`src/rtl/trdb_rst_seq_pkg.sv`:
```
// Shared types and sizing helpers for the trace-debugger reset sequencer.
package trdb_rst_seq_pkg;

   typedef enum logic [2:0] {
      IDLE,
      WAIT,
      REL,
      RUN,
      DRAIN,
      EOS,
      UNREL
   } trdb_rst_state_e;

   // Index width for an n-entry range, never narrower than one bit.
   function automatic int unsigned trdb_idx_w(input int unsigned n);
      return (n <= 1) ? 1 : $clog2(n);
   endfunction

   localparam int unsigned TRDB_DEF_NUM_CH = 4;
   localparam int unsigned TRDB_CH_IDX_W   = trdb_idx_w(TRDB_DEF_NUM_CH);

endpackage

```
`src/rtl/trdb_rst_sync.sv`:
```
// Reset synchronizer: asynchronous assert, release after SYNC_STAGES clock edges.
module trdb_rst_sync #(
   parameter int unsigned SYNC_STAGES = 2
) (
   input  logic i_clk,
   input  logic i_rst_n,
   output logic o_rst_sync
);

   logic [SYNC_STAGES-1:0] r_sync;

   always_ff @(posedge i_clk or negedge i_rst_n) begin
      if (!i_rst_n) r_sync <= '0;
      else          r_sync <= {r_sync[SYNC_STAGES-2:0], 1'b1};
   end

   assign o_rst_sync = r_sync[SYNC_STAGES-1];

endmodule

```
`src/rtl/trdb_rst_sequencer.sv`:
```
// Staged channel-reset release, run-cycle counter/timeout and sticky end-of-sim flag.
// Optional reverse re-assertion of channels at end of run: TRDB_RST_SEQ_REVERSE_ASSERT_EN.
module trdb_rst_sequencer
   import trdb_rst_seq_pkg::*;
#(
   parameter int unsigned NUM_CH       = 4,
   parameter int unsigned SYNC_STAGES  = 2,
   parameter int unsigned INIT_WAIT    = 5,
   parameter int unsigned GAP          = 3,
   parameter int unsigned DRAIN_CYCLES = 4,
   parameter int unsigned CNT_W        = 32
) (
   input  logic              clk_i,
   input  logic              rst_ni,
   input  logic              soft_rst_i,
   input  logic [NUM_CH-1:0] hold_i,
   input  logic              eos_req_i,
   input  logic [CNT_W-1:0]  timeout_i,
   output logic [NUM_CH-1:0] rst_no,
   output logic              all_released_o,
   output logic [CNT_W-1:0]  cycle_cnt_o,
   output logic              eos_o,
   output logic              timeout_o
);

   localparam int unsigned CH_W    = trdb_idx_w(NUM_CH);
   localparam int unsigned TMR_MAX = (INIT_WAIT > GAP) ?
                                     ((INIT_WAIT > DRAIN_CYCLES) ? INIT_WAIT : DRAIN_CYCLES) :
                                     ((GAP > DRAIN_CYCLES) ? GAP : DRAIN_CYCLES);
   localparam int unsigned TMR_W   = trdb_idx_w(TMR_MAX);
   localparam logic [CH_W-1:0]  LAST_CH = CH_W'(NUM_CH - 1);
   localparam logic [CNT_W-1:0] CNT_MAX = '1;

   trdb_rst_state_e   r_state, w_state_nxt;
   logic [CH_W-1:0]   r_ch, w_ch_nxt;
   logic [TMR_W-1:0]  r_tmr, w_tmr_nxt, w_tmr_eff;
   logic [CNT_W-1:0]  r_cnt, w_cnt_nxt, w_cnt_inc;
   logic [NUM_CH-1:0] r_rst_n, w_rst_n_nxt;
   logic              r_eos, w_eos_nxt;
   logic              r_to, w_to_nxt;
   logic              w_rst_sync;
   logic              w_end;

   trdb_rst_sync #(.SYNC_STAGES(SYNC_STAGES)) u_sync (
      .i_clk      (clk_i),
      .i_rst_n    (rst_ni),
      .o_rst_sync (w_rst_sync)
   );

   assign w_cnt_inc = (r_cnt == CNT_MAX) ? r_cnt : r_cnt + CNT_W'(1);
   // Leaving IDLE is the first edge after the synchronizer releases, so one wait cycle is already spent.
   assign w_tmr_eff = (r_state == IDLE) ? TMR_W'(INIT_WAIT - 1) : r_tmr;

   always_comb begin
      w_state_nxt = r_state;
      w_ch_nxt    = r_ch;
      w_tmr_nxt   = r_tmr;
      w_cnt_nxt   = r_cnt;
      w_rst_n_nxt = r_rst_n;
      w_eos_nxt   = r_eos;
      w_to_nxt    = r_to;
      w_end       = 1'b0;

      if (soft_rst_i && (r_state inside {WAIT, REL, RUN, DRAIN})) begin
         w_state_nxt = WAIT;
         w_rst_n_nxt = '0;
         w_cnt_nxt   = '0;
         w_ch_nxt    = '0;
         w_tmr_nxt   = TMR_W'(INIT_WAIT - 1);
      end else begin
         case (r_state)
            IDLE, WAIT, REL: begin
               if ((r_state != IDLE) || w_rst_sync) begin
                  if (r_state == IDLE) w_state_nxt = WAIT;
                  if (w_tmr_eff != '0) begin
                     w_tmr_nxt = w_tmr_eff - TMR_W'(1);
                  end else if (!hold_i[r_ch]) begin
                     w_rst_n_nxt[r_ch] = 1'b1;
                     if (r_ch == LAST_CH) begin
                        w_state_nxt = RUN;
                     end else begin
                        w_state_nxt = REL;
                        w_ch_nxt    = r_ch + CH_W'(1);
                        w_tmr_nxt   = TMR_W'(GAP - 1);
                     end
                  end else begin
                     w_tmr_nxt = '0;
                  end
               end
            end
            RUN: begin
               w_cnt_nxt = w_cnt_inc;
               if ((timeout_i != '0) && (w_cnt_inc == timeout_i)) begin
                  w_to_nxt = 1'b1;
                  w_end    = 1'b1;
               end else if (eos_req_i) begin
                  w_state_nxt = DRAIN;
                  w_tmr_nxt   = TMR_W'(DRAIN_CYCLES - 1);
               end
            end
            DRAIN: begin
               if (r_tmr == '0) w_end = 1'b1;
               else             w_tmr_nxt = r_tmr - TMR_W'(1);
            end
            UNREL: begin
               if (r_tmr != '0) begin
                  w_tmr_nxt = r_tmr - TMR_W'(1);
               end else begin
                  w_rst_n_nxt[r_ch] = 1'b0;
                  if (r_ch == '0) begin
                     w_state_nxt = EOS;
                     w_eos_nxt   = 1'b1;
                  end else begin
                     w_ch_nxt  = r_ch - CH_W'(1);
                     w_tmr_nxt = TMR_W'(GAP - 1);
                  end
               end
            end
            default: ;
         endcase

`ifdef TRDB_RST_SEQ_REVERSE_ASSERT_EN
         // Highest channel drops on entry; the rest follow GAP apart, eos on channel 0.
         if (w_end) begin
            w_rst_n_nxt[NUM_CH-1] = 1'b0;
            if (NUM_CH == 1) begin
               w_state_nxt = EOS;
               w_eos_nxt   = 1'b1;
            end else begin
               w_state_nxt = UNREL;
               w_ch_nxt    = CH_W'((NUM_CH > 1) ? NUM_CH - 2 : 0);
               w_tmr_nxt   = TMR_W'(GAP - 1);
            end
         end
`else
         if (w_end) begin
            w_state_nxt = EOS;
            w_eos_nxt   = 1'b1;
         end
`endif
      end
   end

   always_ff @(posedge clk_i or negedge rst_ni) begin
      if (!rst_ni) begin
         r_state <= IDLE;
         r_ch    <= '0;
         r_tmr   <= '0;
         r_cnt   <= '0;
         r_rst_n <= '0;
         r_eos   <= 1'b0;
         r_to    <= 1'b0;
      end else begin
         r_state <= w_state_nxt;
         r_ch    <= w_ch_nxt;
         r_tmr   <= w_tmr_nxt;
         r_cnt   <= w_cnt_nxt;
         r_rst_n <= w_rst_n_nxt;
         r_eos   <= w_eos_nxt;
         r_to    <= w_to_nxt;
      end
   end

   assign rst_no         = r_rst_n;
   assign all_released_o = (r_state == RUN);
   assign cycle_cnt_o    = r_cnt;
   assign eos_o          = r_eos;
   assign timeout_o      = r_to;

endmodule

```
`config.mk`:
```
export PLATFORM = sky130hd
export DESIGN_NAME = trdb_rst_sequencer
export DESIGN_NICKNAME = d
export VERILOG_FILES = /design/src/rtl/trdb_rst_seq_pkg.sv /design/src/rtl/trdb_rst_sync.sv /design/src/rtl/trdb_rst_sequencer.sv
export SDC_FILE = /design/constraint.sdc
export NUM_CORES = 1
export LEC_CHECK = 0
export ABC_AREA = 1
export CAP_MARGIN = 15
export CORE_AREA = 8 8 147 149
export DETAILED_ROUTE_END_ITERATION = 16
export DIE_AREA = 0 0 155 157
export HOLD_SLACK_MARGIN = 0.1
export SYNTH_ARGS = -nofsm -noshare
export SYNTH_HDL_FRONTEND = slang
export SYNTH_SLANG_ARGS = --single-unit
export TNS_END_PERCENT = 50
```
`constraint.sdc`:
```
create_clock -name clk_i -period 3.05 [get_ports clk_i]
set_input_delay 0.61 -clock clk_i [delete_from_list [all_inputs] [get_ports clk_i]]
set_output_delay 0.61 -clock clk_i [all_outputs]
set_load 0.005 [all_outputs]
```
==> metrics.log, run 1 <==
[metrics] number of max-cap violations: 0
[metrics] area of the core region: 19200 um2
[metrics] number of global-route vias before repair: 4906
[metrics] root cell of the clock tree: clkbuf_16
[metrics] Die ar.: 24300 um2
[metrics] DIE WIDTH: 155 um
[metrics] synth unique cells: 36
[metrics] Hold Path Sink: u_sync.r_sync[1]
[metrics] adder-cell share of the synthesized area: 1.74%
[metrics] number of antenna violations at the first check in global routing: 0
[metrics] fraction of layout instances using a drive strength above 1: 5.48%
[metrics] number of setup violations in the final report: 0
[metrics] compound-gate portion of the synthesized area: 8.13%
[metrics] buffer depth of the longest clock path: 2
[metrics] clock slew seen by the registers of the worst setup and hold paths: 0.07 ns
[metrics] mapped cell area: 4330 um2
[metrics] Buffers on Ports: 78
[metrics] post-placement setup slack: 0.0903 ns
[metrics] end of the worst register-to-register path: r_tmr[0]
[metrics] HPWL after detailed placement: 14.3 mm
[metrics] DRC: 0
[metrics] total number of vias: 5013
[metrics] Hold Path Depth: 0
[metrics] wire length of the first global-routing pass: 26.7 mm
[metrics] hold path start: u_sync.r_sync[0]
[metrics] final max-slew violation count: 0
[metrics] aggregate global routing overflow: 0
[metrics] final total power: 0.00244 W
[metrics] number of inserted diodes: 0
[metrics] multiplexer share of the synthesized area: 0.231%
[metrics] startpoint of the worst register-to-register path: cycle_cnt_o[1]
[metrics] global-route usage over all layers: 14.2%
[metrics] path type of the worst setup path: flop to flop
[metrics] Tightest Pin Transition: 0.667 ns
[metrics] Worst Skew: 0.00888 ns
[metrics] setup repair after global routing missed its margin: no
[metrics] CTS tree: built
[metrics] sequential element share of the synthesized area: 27.8%
[metrics] syn_nets: 781
[metrics] Clock Sinks: 48
[metrics] nature of the critical path startpoint: flop
[metrics] number of storage elements in the synthesis netlist: 48
[metrics] kind of capture point of the worst setup path: flop
[metrics] Warnings, synthesis: 0
[metrics] Static Leakage: 2.62 nW
[metrics] largest fanout on the critical path: 11
[metrics] data required time of the worst path: 3.28 ns
[metrics] clock buffer count from CTS: 5
[metrics] floorplan row count: 51
[metrics] run status: finished clean
[metrics] # Post-CTS Setup Buffers: 0
[metrics] final hold violations: 0
[metrics] largest net degree at the start of global routing: 49
[metrics] number of cells on the worst reg-to-reg path: 17
[metrics] mean number of vias per cell: 4.62
[metrics] top-level port count: 79
[metrics] xor/xnor cell area share of the yosys netlist: 3.85%
[metrics] Hold Buf Count CTS: 0
[metrics] DRC violation total after the first TritonRoute iteration: 429
[metrics] routed length per placed instance: 15.9 um
[metrics] Final GP Congestion: 0.934
[metrics] number of nets with antenna violations after routing: 0
[metrics] cell count after synthesis: 735
[metrics] number of nets in the final layout: 868
[metrics] first-pass iteration count of the detailed router: 6
[metrics] layout overhead on the synthesized area: 30.7%
[metrics] worst voltage drop across the vdd grid: 0.310 mV
[metrics] post_cts resized: 0
[metrics] WL final: 17.3 mm
[metrics] reg2reg setup slack: 0.23 ns
[metrics] min Tclk post-route: 2.82 ns
[metrics] power density relative to cell area: 431 nW/um2
[metrics] mean post-synth cell area: 5.89 um2
[metrics] worst-skew pair later-pin latency: 0.30 ns
[metrics] CTS H-tree depth: 2
[metrics] final worst slack: 0.233 ns
[metrics] Arrival @ worst endpoint: 3.05 ns
[metrics] Slew HR: 55.5%
[metrics] accumulated negative setup slack: 0 ns
[metrics] highest clock frequency the design can meet: 355 MHz
[metrics] largest family of logic cells by synthesized area: simple AND/OR/NAND/NOR gates
[metrics] simple logic cell fraction of the synthesized area: 47.0%
[metrics] worst hold path class: flop to flop
[metrics] height of the die: 157 um
[metrics] Initial Utilization: 22.5%
[metrics] share of the cycle needed by the critical path after routing: 92.4%
-- synth_stat cells (all sizes together) --
master / number / area (um2)
o2111ai: 1 / 8.76
o22ai: 12 / 75.1
mux2i: 1 / 10.0
nand3: 73 / 370
buf: 4 / 32.5
o31ai: 2 / 15.0
nand4: 25 / 156
a311oi: 1 / 8.76
or2: 2 / 12.5
a211oi: 1 / 7.51
xnor2: 1 / 8.76
a21oi: 15 / 75.1
a2bb2oi: 1 / 8.76
inv: 114 / 428
clkbuf: 7 / 26.3
xor2: 18 / 158
nand3b: 1 / 7.51
nand2: 264 / 1020
ha: 6 / 75.1
nor2: 102 / 429
o21ai: 26 / 130
nor3: 6 / 35.0
conb: 1 / 3.75
o211ai: 2 / 15.0
dfrtp: 48 / 1200
o21bai: 1 / 7.51
-- how the worst max path moves through the flow --
stage / start / end / slack [ns] / depth (start not counted)
floorplan: cycle_cnt_o[0] / r_tmr[0] / 0.76 / 17
global placement: cycle_cnt_o[1] / r_tmr[0] / 0.11 / 19
detailed placement: cycle_cnt_o[1] / r_tmr[1] / 0.09 / 18
CTS: cycle_cnt_o[1] / r_tmr[0] / 0.07 / 19
global route: cycle_cnt_o[1] / r_tmr[2] / 0.01 / 19
finish: cycle_cnt_o[1] / r_tmr[0] / 0.23 / 17
-- area by class of cell --
type	instances	area, um2
clock buffer	5	125
clock inverter	1	30.0
fill	2177	13600
inverter	114	428
multi-input combinational	563	2660
sequential	48	1200
tap	265	332
timing repair buffer	90	878
-- power by group --
group / total [W] / internal, W / switching (W) / leakage [nW]
combinational: 0.00102 / 0.000407 / 0.000617 / 1.91
clock: 0.000628 / 0.000378 / 0.000250 / 0.0757
sequential: 0.000786 / 0.000713 / 0.0000723 / 0.638
total: 0.00244 / 0.00150 / 0.000939 / 2.62
-- critical path, cell delays in order, from the launching register on --
cell and delay [ns]:
dfrtp_1 0.44, ha_1 0.26, inv_1 0.11, nor2_4 0.17
nand2_4 0.11, nor2_8 0.26, nand3_1 0.22, nand3_1 0.14
nand3_1 0.07, nand2_1 0.18, nand3_1 0.10, nor2_1 0.11
nand2_1 0.07, nor2_2 0.12, nand3_2 0.16, nand2_2 0.11
nand2_1 0.05, nand2_1 0.05
-- state kept, by name, summed over array words and instances, names as in the netlist --
name	count
cycle_cnt_o	32
eos_o	1
r_ch	2
r_state	3
r_tmr	3
rst_no	4
timeout_o	1
u_sync.r_sync	2
-- cells by family (layout without fill, tap and decap cells) --
logic type | Yosys count | after routing
xor+xnor | 19 | 19
flops | 48 | 48
simple gates | 473 | 474
other cells | 1 | 1
fa+ha+maj | 6 | 6
buf+inv | 125 | 210
compound gates | 62 | 62
mux | 1 | 1
-- cells in the final DEF, fill, tap and decap left out, drive strengths merged --
master,instances
o211ai,2
nand3,73
o22ai,12
a311oi,1
buf,13
xor2,18
nand2,265
nand3b,1
dfrtp,48
bufinv,1
a21oi,15
nor2,102
a2bb2oi,1
inv,114
a211oi,1
nor3,6
conb,1
o31ai,2
or2,2
mux2i,1
clkbuf,5
nand4,25
o21bai,1
o2111ai,1
clkdlybuf4s50,77
o21ai,26
ha,6
xnor2,1
-- metrics by stage --
stage / area (um2) / util, % / hold slack, ns / std cells
6_report: 5660 / 29.4 / 0.348 / 1086
5_1_grt: 5660 / 29.4 / 0.351 / 1086
4_1_cts: 5630 / 29.3 / 0.352 / 1085
3_5_place_dp: 5480 / 28.5 / 0.336 / 1079
3_3_place_gp: 5480 / 28.5 / 0.334 / 1079
2_1_floorplan: 4330 / - / 0.314 / 735
-- routing by layer --
metal  track usage (%)  vias to the layer above  wire, um
li1                  -                     2497         -
met4              5.13                        0       543
met5                 0                        -         0
met2              24.2                      192      8070
met3              2.63                       40      1150
met1              17.7                     2284      7510
(Power assumes the default switching activity.)
==> inputs of run 2 (changes only) <==
--- a/config.mk
+++ b/config.mk
@@ -5,11 +5,10 @@
 export SDC_FILE = /design/constraint.sdc
 export NUM_CORES = 1
 export LEC_CHECK = 0
-export ABC_AREA = 1
 export CAP_MARGIN = 15
-export CORE_AREA = 8 8 147 149
+export CORE_AREA = 8 8 148 150
 export DETAILED_ROUTE_END_ITERATION = 16
-export DIE_AREA = 0 0 155 157
+export DIE_AREA = 0 0 156 158
 export HOLD_SLACK_MARGIN = 0.1
 export SYNTH_ARGS = -nofsm -noshare
 export SYNTH_HDL_FRONTEND = slang
==> run 2 against run 1 <==
The run now ends with setup timing left. Non-clock buffer count rose by 91. Critical path depth fell by 4. Clock skew rose by 0.0012 ns. Die area rose by 1.3%. Power fell by 2.2%. Synthesized area rose by 2.4%. Via count rose by 4.9%. Worst hold slack improved by 0.0026 ns. Combinational power fell by 9%. Core utilization rose by 2.9 points. Critical path type unchanged.
==> metrics.log, run 2 <==
[metrics] number of inserted diodes: 0
[metrics] total number of vias: 5257
[metrics] hold path start: u_sync.r_sync[0]
[metrics] Buffers on Ports: 78
[metrics] Final GP Congestion: 0.949
[metrics] syn_nets: 650
[metrics] critical path's most frequent cell: buf_4
[metrics] post-synth top area share: 27.1%
[metrics] height of the die: 158 um
[metrics] synth unique cells: 68
[metrics] kind of capture point of the worst setup path: flop
[metrics] run status: finished with violations
[metrics] number of nets in the final layout: 793
[metrics] floorplan row count: 52
[metrics] area of placed instances: 6140 um2
[metrics] path type of the worst setup path: flop to flop
[metrics] number of cells on the worst reg-to-reg path: 13
[metrics] sequential element share of the synthesized area: 27.1%
[metrics] number of enable-type register cells in the synthesized netlist: 0
[metrics] async set or reset register ratio after synthesis: 100%
[metrics] Tightest Pin Transition: 0.957 ns
[metrics] number of antenna violations at the first check in global routing: 0
[metrics] Arrival @ worst endpoint: 3.28 ns
[metrics] leading post-synthesis cells by cell area: dfrtp_1 (27%), o21ai_0 (6.9%), nand2_1 (5.3%), nor2_1 (4.9%), a21oi_1 (4.2%)
[metrics] nature of the critical path startpoint: flop
[metrics] top-level port count: 79
[metrics] data required time of the worst path: 3.25 ns
[metrics] HPWL after detailed placement: 14.4 mm
[metrics] global-route usage over all layers: 14.6%
[metrics] Largest register FFs: 32
[metrics] largest net degree at the start of global routing: 40
[metrics] Clock Sinks: 48
[metrics] number of storage elements in the synthesis netlist: 48
[metrics] Slew HR: 36.2%
[metrics] CTS tree: built
[metrics] power density relative to cell area: 373 nW/um2
[metrics] routed length per placed instance: 18.0 um
[metrics] mapped cell area: 4430 um2
[metrics] area of the core region: 19700 um2
[metrics] Hold Path Depth: 0
[metrics] longest individual stage delay on the worst path: 0.47 ns
[metrics] Hold Path Sink: u_sync.r_sync[1]
[metrics] share of the cycle needed by the critical path after routing: 101%
[metrics] startpoint of the worst register-to-register path: cycle_cnt_o[1]
[metrics] DIE WIDTH: 156 um
[metrics] violated checks: setup timing
[metrics] library cell with the highest instance count after synthesis: nand2_1
[metrics] number of setup violations in the final report: 3
[metrics] commonest cells in the netlist: nand2_1 (63), o21ai_0 (61), nor2_1 (58)
[metrics] crit path max-delay cell type: or4_4
[metrics] library cell occupying the most area in the post-synthesis netlist: dfrtp_1
[metrics] layout overhead on the synthesized area: 44.0%
[metrics] final hold violations: 0
[metrics] clock buffer count from CTS: 5
[metrics] commonest cells after routing, fill and taps aside: buf_4 (102), clkdlybuf4s50_1 (77), nand2_1 (63)
[metrics] first-pass iteration count of the detailed router: 5
[metrics] mean post-synth cell area: 7.34 um2
[metrics] final max-slew violation count: 0
[metrics] root cell of the clock tree: clkbuf_16
[metrics] highest clock frequency the design can meet: 324 MHz
[metrics] setup repair after global routing missed its margin: yes
[metrics] number of global-route vias before repair: 5093
[metrics] final worst slack: -0.0351 ns
[metrics] wire length of the first global-routing pass: 28.4 mm
[metrics] DRC violation total after the first TritonRoute iteration: 403
[metrics] Crit. Startpoint: cycle_cnt_o[1]
[metrics] number of max-cap violations: 0
[metrics] WL final: 18.3 mm
[metrics] cell count after synthesis: 604
[metrics] most instantiated flip-flop cell in the synthesis netlist: dfrtp_1
[metrics] total non-filler cell area in the finished layout: 6380 um2
[metrics] buffer depth of the longest clock path: 2
[metrics] CTS H-tree depth: 2
[metrics] worst voltage drop across the vdd grid: 0.214 mV
[metrics] reg2reg setup slack: -0.04 ns
[metrics] worst-skew pair later-pin latency: 0.30 ns
[metrics] clock slew seen by the registers of the worst setup and hold paths: 0.08 ns
[metrics] aggregate global routing overflow: 0
[metrics] fraction of layout instances using a drive strength above 1: 18.6%
[metrics] min Tclk post-route: 3.09 ns
[metrics] most common library cell in the layout ignoring fill and taps: buf_4
[metrics] accumulated negative setup slack: -0.0640 ns
[metrics] Worst Skew: 0.0101 ns
[metrics] DRC: 0
[metrics] number of nets with antenna violations after routing: 0
[metrics] Warnings, synthesis: 0
[metrics] cell breakdown of the critical path: ha_2, nand3_2, or4_4, buf_4, nor3_2, buf_4, buf_4, nor2_1, o2111ai_1, nor4_4, buf_4, a21o_1, a21o_1
[metrics] Hold Buf Count CTS: 0
[metrics] Die ar.: 24600 um2
[metrics] largest fanout on the critical path: 8
[metrics] Post-Route Utilization: 32.4%
[metrics] mean number of vias per cell: 5.16
[metrics] worst hold path class: flop to flop
[metrics] Static Leakage: 2.48 nW
[metrics] Initial Utilization: 22.5%
[metrics] end of the worst register-to-register path: r_tmr[0]
[metrics] final total power: 0.00238 W
==> run 2: changes by cell type in the layout (fill, tap and decap cells not counted), moves of 9 or more <==
cell	previous run	this run
nor4_1	0	10
and3_1	0	9
nor3_1	5	16
nand3_1	72	25
nor2_1	93	57
a21oi_1	15	37
xnor2_1	1	19
o31ai_1	2	16
o22ai_1	12	2
buf_4	11	102
o21ai_0	23	61
inv_1	111	16
nand2_1	255	63
a31oi_1	0	17
==> run 2: logic make-up (layout without fill, tap and decap cells) <==
family,count (synthesis),after routing,share of synthesized area [%]
multiplexers,7,7,1.89
buffers and inverters,61,205,5.34
other,1,1,0.0846
flip-flops,48,48,27.1
adder cells (fa/ha/maj),6,6,1.69
XOR/XNOR,37,37,7.31
AO/OA/AOI/OAI,190,190,27.2
AND/OR/NAND/NOR,254,254,29.4
==> run 2: final cells by class <==
cell class	instances	area, um2
multi-input combinational	495	3050
sequential	48	1200
inverter	16	60.1
timing repair buffer	181	1560
clock inverter	3	42.5
tap	270	338
fill	2108	13300
clock buffer	5	125
==> run 2: how the worst max path moves through the flow <==
stage | endpoint | cells past startpoint
finish | r_tmr[0] | 13
global route | timeout_o | 10
CTS | r_state[1] | 10
detailed placement | r_tmr[0] | 12
global placement | r_tmr[0] | 12
floorplan | r_tmr[0] | 11
==> run 2: critical path: cells and delay by family, from the launching register on <==
kind | cells | cell delay, ns
simple gates | 5 | 1.01
compound gates | 3 | 0.76
buf+inv | 4 | 0.69
flops | 1 | 0.36
fa+ha+maj | 1 | 0.18
==> run 2: metrics by stage <==
step | cells | hold slack [ns] | setup WS [ns]
finish | 1018 | 0.350 | -0.0351
global route | 1018 | 0.358 | -0.201
CTS | 1017 | 0.353 | -0.187
detailed placement | 1008 | 0.338 | -0.235
global placement | 1008 | 0.333 | -0.130
floorplan | 604 | 0.314 | -0.113
==> run 2: where the power goes <==
part	total [W]	internal, W	switching (W)	leakage [nW]
Clock	0.000653	0.000386	0.000266	0.0798
Combinational	0.000926	0.000430	0.000496	1.77
Sequential	0.000805	0.000711	0.0000937	0.636
==> run 2: repair_timing <==
action,in CTS,in global routing
resized for setup,2,10
pin swaps,5,4
setup endpoints to repair,8,8
buffers inserted,1,0
endpoints found under the hold margin,0,0
==> run 2: metal layers <==
metal | global-route usage [%] | vias up | routed length [um]
met5 | 0 | - | 0
met4 | 5.68 | 0 | 516
met3 | 2.89 | 36 | 1050
met2 | 24.3 | 184 | 8710
met1 | 18.3 | 2502 | 8020
li1 | - | 2535 | -
==> inputs of run 3 (changes only) <==
==> constraint.sdc (replaced) <==
create_clock -name clk_i -period 3.9 [get_ports clk_i]
set_input_delay 0.78 -clock clk_i [delete_from_list [all_inputs] [get_ports clk_i]]
set_output_delay 0.78 -clock clk_i [all_outputs]
set_load 0.005 [all_outputs]
==> run 3 against run 2 <==
The run now ends clean. Die area stayed put. Cell count fell by 6.7%. Via count shrank 4.8%. Global-route usage shrank 0.59 points. Setup slack improved by 0.46 ns. First-iteration DRC count increased by 35%. Sequential power down 21%. Critical path depth fell by 3. Clock power decreased by 22%. Flip-flop and latch count unchanged. Critical path type unchanged. Critical endpoint unchanged. Largest cell class unchanged.
==> metrics.log, run 3 (same netlist as run 2, synthesis figures left out) <==
[metrics] largest net degree at the start of global routing: 28
[metrics] kind of capture point of the worst setup path: flop
[metrics] fill cell count: 2132
[metrics] number of setup violations in the final report: 0
[metrics] Worst Skew: 0.00428 ns
[metrics] accumulated negative setup slack: 0 ns
[metrics] final worst slack: 0.420 ns
[metrics] global-route usage over all layers: 14.0%
[metrics] root cell of the clock tree: clkbuf_16
[metrics] post_cts resized: 0
[metrics] clock slew seen by the registers of the worst setup and hold paths: 0.07 ns
[metrics] DRC: 0
[metrics] WL final: 17.4 mm
[metrics] floorplan row count: 52
[metrics] setup repair after global routing missed its margin: no
[metrics] Largest register FFs: 32
[metrics] Arrival @ worst endpoint: 3.67 ns
[metrics] fraction of layout instances using a drive strength above 1: 8.82%
[metrics] mean number of vias per cell: 5.27
[metrics] path type of the worst setup path: flop to flop
[metrics] number of max-cap violations: 0
[metrics] commonest cells after routing, fill and taps aside: clkdlybuf4s50_1 (77), nand2_1 (63), o21ai_0 (61)
[metrics] post-placement setup slack: 0.452 ns
[metrics] Clock Sinks: 48
[metrics] run status: finished clean
[metrics] clock buffer count from CTS: 5
[metrics] Die ar.: 24600 um2
[metrics] final max-slew violation count: 0
[metrics] most common library cell in the layout ignoring fill and taps: clkdlybuf4s50_1
[metrics] Hold Buf Count CTS: 0
[metrics] aggregate global routing overflow: 0
[metrics] first-pass iteration count of the detailed router: 7
[metrics] kind of cell adding the most delay to the critical path: simple AND/OR/NAND/NOR gates
[metrics] total number of vias: 5004
[metrics] number of nets in the final layout: 725
[metrics] area used by multi-input combinational logic: 2990 um2
[metrics] Final GP Congestion: 0.931
[metrics] layout overhead on the synthesized area: 30.8%
[metrics] HPWL after detailed placement: 13.5 mm
[metrics] Buffers on Ports: 78
[metrics] CTS H-tree depth: 2
[metrics] nature of the critical path startpoint: flop
[metrics] height of the die: 158 um
[metrics] routed length per placed instance: 18.3 um
[metrics] Static Leakage: 2.14 nW
[metrics] crit path max-delay cell type: o311ai_1
[metrics] # Post-CTS Setup Buffers: 0
[metrics] final hold violations: 0
[metrics] top-level port count: 79
[metrics] number of nets with antenna violations after routing: 0
[metrics] buffer depth of the longest clock path: 2
[metrics] worst voltage drop across the vdd grid: 0.153 mV
[metrics] area of the core region: 19700 um2
[metrics] largest fanout on the critical path: 10
[metrics] CP Buf/Inv Count: 1
[metrics] number of antenna violations at the first check in global routing: 0
[metrics] Initial Utilization: 22.5%
[metrics] data required time of the worst path: 4.09 ns
[metrics] Slew HR: 42.5%
[metrics] share of the cycle needed by the critical path after routing: 89.2%
[metrics] CTS tree: built
[metrics] worst hold path class: flop to flop
[metrics] DIE WIDTH: 156 um
[metrics] worst-skew pair later-pin latency: 0.30 ns
[metrics] power density relative to cell area: 316 nW/um2
[metrics] number of inserted diodes: 0
[metrics] number of global-route vias before repair: 4667
[metrics] area of all sequential standard cells: 1200 um2
[metrics] cell breakdown of the critical path: nand4_4, or4_1, buf_4, o311ai_1, nor3_1, xnor2_1, o21ai_0, nor2_1, nand2_2, a21o_1
[metrics] longest individual stage delay on the worst path: 0.75 ns
[metrics] min Tclk post-route: 3.48 ns
[metrics] DRC violation total after the first TritonRoute iteration: 545
[metrics] wire length of the first global-routing pass: 27.1 mm
[metrics] highest clock frequency the design can meet: 287 MHz
[metrics] Tightest Pin Transition: 0.856 ns
-- run 3: where the power goes --
group | switching [W] | internal, W | leakage (nW)
clock | 0.000208 | 0.000303 | 0.0808
sequential | 0.0000836 | 0.000556 | 0.637
combinational | 0.000369 | 0.000315 | 1.42
total | 0.000661 | 0.00117 | 2.14
-- run 3: stage by stage --
| step | power [W] | hold WS [ns] | utilization [%] | area [um2] | instances |
|---|---|---|---|---|---|
| after floorplan | 0.00106 | 0.331 | - | 4430 | 604 |
| after global placement | 0.00132 | 0.332 | 28.6 | 5630 | 942 |
| after detailed placement | 0.00133 | 0.336 | 28.6 | 5630 | 942 |
| after CTS | 0.00184 | 0.351 | 29.4 | 5800 | 950 |
| after global routing | 0.00196 | 0.365 | 29.4 | 5800 | 950 |
| final | 0.00183 | 0.347 | 29.4 | 5800 | 950 |
-- run 3: path summary, 6_finish.rpt --
check / from / endpoint / slack (ns) / cells after the start
worst max-delay path: cycle_cnt_o[5] / r_tmr[0] / 0.42 / 10
worst min-delay path: u_sync.r_sync[0] / u_sync.r_sync[1] / 0.35 / 0
worst max register to register: cycle_cnt_o[5] / r_tmr[0] / 0.42 / 10
worst min register to register: u_sync.r_sync[0] / u_sync.r_sync[1] / 0.35 / 0
max in group asynchronous: rst_ni / cycle_cnt_o[17] / 2.62 / 2
min in group asynchronous: rst_ni / rst_no[1] / 0.51 / 1
-- run 3: layout make-up --
type / count / share of cell area (%)
Timing Repair Buffer: 113 / 17.9
Sequential cell: 48 / 20.7
Inverter: 16 / 1.04
Clock inverter: 2 / 0.604
Clock buffer: 6 / 2.22
Tap cell: 270 / 5.83
Multi-Input combinational cell: 495 / 51.7
-- run 3: routing by layer --
metal  vias to the layer above  track usage (%)  wire length, um  share of wire, %
li1                       2402                -                -                 -
met1                      2351             16.7             7210                41
met2                       214             24.3             8440                48
met3                        37             3.33             1250               7.2
met4                         0             4.85              502               2.9
met5                         -                0                0                 0
-- run 3: worst reg2reg max path: cells and delay by family, from the launching register on --
family / cells / cell delay (ns)
flops: 1 / 0.55
compound gates: 3 / 1.07
simple gates: 5 / 1.38
buf+inv: 1 / 0.19
xor+xnor: 1 / 0.18
